===== src/rtl/img_rx_packer.sv =====
// img_rx_packer: packs UART bytes into pixel words for the image RAM.
// Handles byte order, inter-byte timeout resync and overflow after frame end.
module img_rx_packer #(
  parameter int BYTES_PER_WORD = 2,
  parameter int ADDR_W         = 16,
  parameter int PIXEL_COUNT    = 65536,
  parameter bit BIG_ENDIAN     = 1'b1,
  parameter int TIMEOUT_CYCLES = 100000
) (
  input  logic                        Clk,
  input  logic                        Reset_n,
  input  logic [7:0]                  rx_data,
  input  logic                        rx_done,
  input  logic                        start,
  output logic                        ram_wren,
  output logic [ADDR_W-1:0]           ram_wraddr,
  output logic [8*BYTES_PER_WORD-1:0] ram_wrdata,
  output logic                        write_done,
  output logic                        busy,
  output logic                        resync,
  output logic                        overflow
);

  localparam int DW = 8 * BYTES_PER_WORD;
  localparam int IW = (BYTES_PER_WORD > 1) ? $clog2(BYTES_PER_WORD) : 1;
  localparam int TW = $clog2(TIMEOUT_CYCLES) + 1;
  localparam int CW = ADDR_W + 1;

  localparam logic [IW-1:0] LAST_IDX  = IW'(BYTES_PER_WORD - 1);
  localparam logic [CW-1:0] LAST_WORD = CW'(PIXEL_COUNT - 1);
  localparam logic [TW-1:0] TO_LAST   = TW'(TIMEOUT_CYCLES - 1);

  typedef enum logic {RECV, DONE} state_e;

  state_e            state_q, state_d;
  logic [IW-1:0]     idx_q, idx_d;
  logic [CW-1:0]     cnt_q, cnt_d;
  logic [TW-1:0]     to_q, to_d;
  logic [DW-1:0]     sr_q, sr_d;
  logic              wren_q, wren_d;
  logic [ADDR_W-1:0] addr_q, addr_d;
  logic [DW-1:0]     data_q, data_d;
  logic              done_q, done_d;
  logic              busy_q, busy_d;
  logic              rs_q, rs_d;
  logic              ovf_q, ovf_d;
  logic [DW-1:0]     word;

  always_comb begin
    word = sr_q;
    for (int l = 0; l < BYTES_PER_WORD; l++) begin
      if (idx_q == IW'(l)) begin
        word[8*(BIG_ENDIAN ? (BYTES_PER_WORD-1-l) : l) +: 8] = rx_data;
      end
    end
  end

  always_comb begin
    state_d = state_q;
    idx_d   = idx_q;
    cnt_d   = cnt_q;
    to_d    = to_q;
    sr_d    = sr_q;
    addr_d  = addr_q;
    data_d  = data_q;
    ovf_d   = ovf_q;
    wren_d  = 1'b0;
    rs_d    = 1'b0;
    if (start) begin
      state_d = RECV;
      idx_d   = '0;
      cnt_d   = '0;
      to_d    = '0;
      sr_d    = '0;
      ovf_d   = 1'b0;
    end else if (state_q == RECV) begin
      if (rx_done) begin
        to_d = '0;
        if (idx_q == LAST_IDX) begin
          wren_d = 1'b1;
          addr_d = cnt_q[ADDR_W-1:0];
          data_d = word;
          idx_d  = '0;
          sr_d   = '0;
          cnt_d  = cnt_q + CW'(1);
          if (cnt_q == LAST_WORD) state_d = DONE;
        end else begin
          sr_d  = word;
          idx_d = idx_q + IW'(1);
        end
      end else if (idx_q != '0) begin
        // stalled partial word: drop it once the idle budget runs out
        if (to_q == TO_LAST) begin
          idx_d = '0;
          sr_d  = '0;
          to_d  = '0;
          rs_d  = 1'b1;
        end else begin
          to_d = to_q + TW'(1);
        end
      end else begin
        to_d = '0;
      end
    end else if (rx_done) begin
      ovf_d = 1'b1;
    end
    done_d = (state_d == DONE);
    busy_d = (state_d == RECV);
  end

  always_ff @(posedge Clk or negedge Reset_n) begin
    if (!Reset_n) begin
      state_q <= RECV;
      idx_q   <= '0;
      cnt_q   <= '0;
      to_q    <= '0;
      sr_q    <= '0;
      wren_q  <= 1'b0;
      addr_q  <= '0;
      data_q  <= '0;
      done_q  <= 1'b0;
      busy_q  <= 1'b0;
      rs_q    <= 1'b0;
      ovf_q   <= 1'b0;
    end else begin
      state_q <= state_d;
      idx_q   <= idx_d;
      cnt_q   <= cnt_d;
      to_q    <= to_d;
      sr_q    <= sr_d;
      wren_q  <= wren_d;
      addr_q  <= addr_d;
      data_q  <= data_d;
      done_q  <= done_d;
      busy_q  <= busy_d;
      rs_q    <= rs_d;
      ovf_q   <= ovf_d;
    end
  end

  assign ram_wren   = wren_q;
  assign ram_wraddr = addr_q;
  assign ram_wrdata = data_q;
  assign write_done = done_q;
  assign busy       = busy_q;
  assign resync     = rs_q;
  assign overflow   = ovf_q;

endmodule


===== config.mk =====
export PLATFORM = sky130hd
export DESIGN_NAME = img_rx_packer
export DESIGN_NICKNAME = d
export VERILOG_FILES = /design/src/rtl/img_rx_packer.sv
export SDC_FILE = /design/constraint.sdc
export NUM_CORES = 1
export LEC_CHECK = 0
export ABC_AREA = 1
export CORE_MARGIN = 3
export CORE_UTILIZATION = 55
export DETAILED_ROUTE_END_ITERATION = 7
export MAX_ROUTING_LAYER = met4
export PLACE_DENSITY = 0.74
export SYNTH_ARGS = -nofsm -noshare
export SYNTH_HDL_FRONTEND = slang
export SYNTH_SLANG_ARGS = --single-unit

===== constraint.sdc =====
create_clock -name Clk -period 2.55 [get_ports Clk]
set_input_delay 0.765 -clock Clk [delete_from_list [all_inputs] [get_ports Clk]]
set_output_delay 0.765 -clock Clk [all_outputs]
set_load 0.02 [all_outputs]

==> out/summary.txt <==
status -> complete, no violations
Worst Hold Class -> in2async
reg2reg path depth -> 8
Post-synth EDFFs -> 0
Die H -> 95.9 µm
fin crit share -> 0.920
CTS Hold Bufs -> 0
port buffer count -> 48
GP Congestion -> 0.916
Clock Power Share -> 0.353
first-pass iteration count of the detailed router -> 4
largest family of logic cells by synthesized area -> simple AND/OR/NAND/NOR gates
fin nets -> 632
DRC viols -> 0
Yosys Warn Count -> 0
Compound-Gate Fraction of Synth Area -> 0.102
placed insts -> 708
Post-Synth Simple-Gate Area -> 0.296
Worst path max stage delay -> 0.68 ns
post-synthesis cell area -> 4440 µm²
synth cell count leaders -> nand2_1 (148), dfrtp_1 (89), inv_1 (66)
Root Buffer -> clkbuf_8
CP Cell Sequence -> clkdlybuf4s50_1
Area Growth Syn to Fin -> 18.3%
largest net degree at the start of global routing -> 50
CTS Buffer Depth -> 2
total number of vias -> 3,852
Reg power frac -> 0.509
antenna violations before repair -> 0
core area -> 7770 µm²
final hold viol count -> 0
Synth Area in Adders -> 0.00845
Final HPWL DP -> 6.94 mm
register area share after synthesis -> 0.501
gr usage total -> 0.236
endpoints failing setup -> 0
Synth area leaders -> dfrtp_1 (50%), nand2_1 (13%), inv_1 (5.6%)
CTS sink count -> 89
Min Hold Slack -> 0.347 ns
GRT Residual Overflow -> 0
cell family with most CP delay -> buffers and inverters
Worst Skew -> 0.0119 ns
vias in the first global route -> 3,575
fin. max-slew vios -> 0
FF+latch count, synth -> 89
CP startpoint kind -> flip-flop
area share of the leading cell type in the synthesized netlist -> 0.501
Syn Inst Count -> 568
FILL cells -> 690
Leakage -> 2.41 nW
WL/cell -> 13.4 µm
Die Area -> 9190 µm²
power per cell area -> 570 nW/µm²
Post-DP Area -> 5040 µm²
Max Fclk -> 426 MHz
flop2flop setup slack -> 0.67 ns
Slew HR -> 0.712
post-synthesis cell type count -> 34
post-CTS setup buffers -> 0
fraction of registers with async set/reset -> 1.00
Reg clk slew, reported paths -> 0.09 ns
maximum vdd drop -> 0.000290 V
layout cells sized above 1 -> 0.0707
crit end category -> primary output
worst setup path startpoint -> write_done$_DFF_PN0_
mean post-synth cell area -> 7.82 µm²
worst skew pair latency -> 0.36 ns
CP Data Required Time -> 1.79 ns
num rows -> 32
io pins -> 49
H-Tree Depth -> 3
Logic pwr share -> 0.138
CTS Buf Count -> 9
Total Routed Length -> 9.72 mm
Sw Share -> 0.263
Synth Area in XOR/XNOR -> 0.00394
switching pwr -> 0.000787 W
post-CTS sizing -> 0
Final Core Density -> 0.677
Worst R2R Start -> to_q[0]$_DFFE_PN0P_
Die Width -> 95.9 µm
Worst Max-Slew Pin Slew -> 0.433 ns
ANT cells -> 0
count leader, synth -> nand2_1
post-synthesis mux area share -> 0
Final TNS setup -> 0 ns
crit path max-delay cell type -> clkdlybuf4s50_1
Final Cell Area -> 5260 µm²
syn_nets -> 583
CP max FO -> 5
Initial Util -> 0.572
post-layout min period -> 2.35 ns
Top FF cell, synth -> dfrtp_1
Detail Route Antenna Nets -> 0
CTS tree -> built
RSZ-0062 raised after global routing -> no
Worst Path Buf+Inv -> 1
number of DRC markers in iteration 0 -> 208
WS Path Type -> reg2out
Finished Layout Cells -> 724
Max Cap Viol -> 0
Vias/cell -> 5.32
CP arrival -> 1.58 ns
Levels on crit path -> 1
post-synth top area cell -> dfrtp_1
first-pass GRT wire length -> 16.6 mm
Power Internal -> 0.00221 W
[final cells by class]
| cell class | count | area [µm²] | share of cell area |
|---|---|---|---|
| clock buffer | 9 | 124 | 0.0236 |
| clock inverter | 7 | 93.8 | 0.0179 |
| inverter | 71 | 267 | 0.0507 |
| multi-input combinational | 388 | 1830 | 0.348 |
| sequential | 89 | 2230 | 0.424 |
| tap | 102 | 128 | 0.0243 |
| timing repair buffer | 58 | 591 | 0.112 |
[sequential cells by signal, summed over array words and instances, names as in the netlist]
register / count
cnt_q: 17
busy: 1
idx_q: 1
sr_q: 16
write_done: 1
ram_wren: 1
ram_wrdata: 16
to_q: 18
resync: 1
overflow: 1
ram_wraddr: 16
[power groups by stage]
stage | registers [W] | logic (W) | clock network [W]
after floorplan | 0.00162 | 0.000144 | 0
after global placement | 0.00155 | 0.000411 | 0
after detailed placement | 0.00155 | 0.000416 | 0
after CTS | 0.00153 | 0.000419 | 0.00107
after global routing | 0.00154 | 0.000456 | 0.00113
final | 0.00152 | 0.000413 | 0.00106
[routing by layer]
metal | wire length, µm | vias to the layer above | global-route usage
met4 | 165 | 0 | 0.0841
li1 | - | 1939 | -
met1 | 4550 | 1805 | 0.315
met3 | 393 | 11 | 0.0297
met2 | 4610 | 97 | 0.372
met5 | 0 | - | -
[worst paths after layout]
| check | to |
|---|---|
| setup / recovery | write_done |
| hold / removal | to_q[14]$_DFFE_PN0P_ |
| setup reg to reg | sr_q[8]$_DFFE_PN0P_ |
| hold reg to reg | ram_wraddr[0]$_DFFE_PN0P_ |
| max in group asynchronous | ram_wraddr[1]$_DFFE_PN0P_ |
| min in group Clk | ram_wraddr[0]$_DFFE_PN0P_ |
[placed cells by master, fill, tap and decap left out, types with 3 or more instances in the layout]
master           instances
o21ai_2                  3
o21ai_0                 40
nor3_1                  11
clkdlybuf4s50_1         47
a31oi_1                  3
nand2_1                148
nand3_1                 43
ha_1                     3
nand4_1                 25
dfrtp_1                 89
nor2_1                  63
o21ai_1                  8
buf_4                    8
a21oi_1                 25
inv_1                   66
inv_2                    5
buf_12                   3
clkbuf_8                 9
[cells by family after synthesis]
logic type,Yosys count
flops,89
xor+xnor,2
compound gates,84
simple gates,299
fa+ha+maj,3
buf+inv,91
[metrics by stage]
stage          power, W  worst slack [ns]
5_1_grt         0.00312             0.143
3_5_place_dp    0.00197            0.0981
2_1_floorplan   0.00176             0.748
4_1_cts         0.00302             0.191
6_report        0.00300             0.204
3_3_place_gp    0.00196            0.0975
Note: power is estimated with default switching activity, not from simulation.
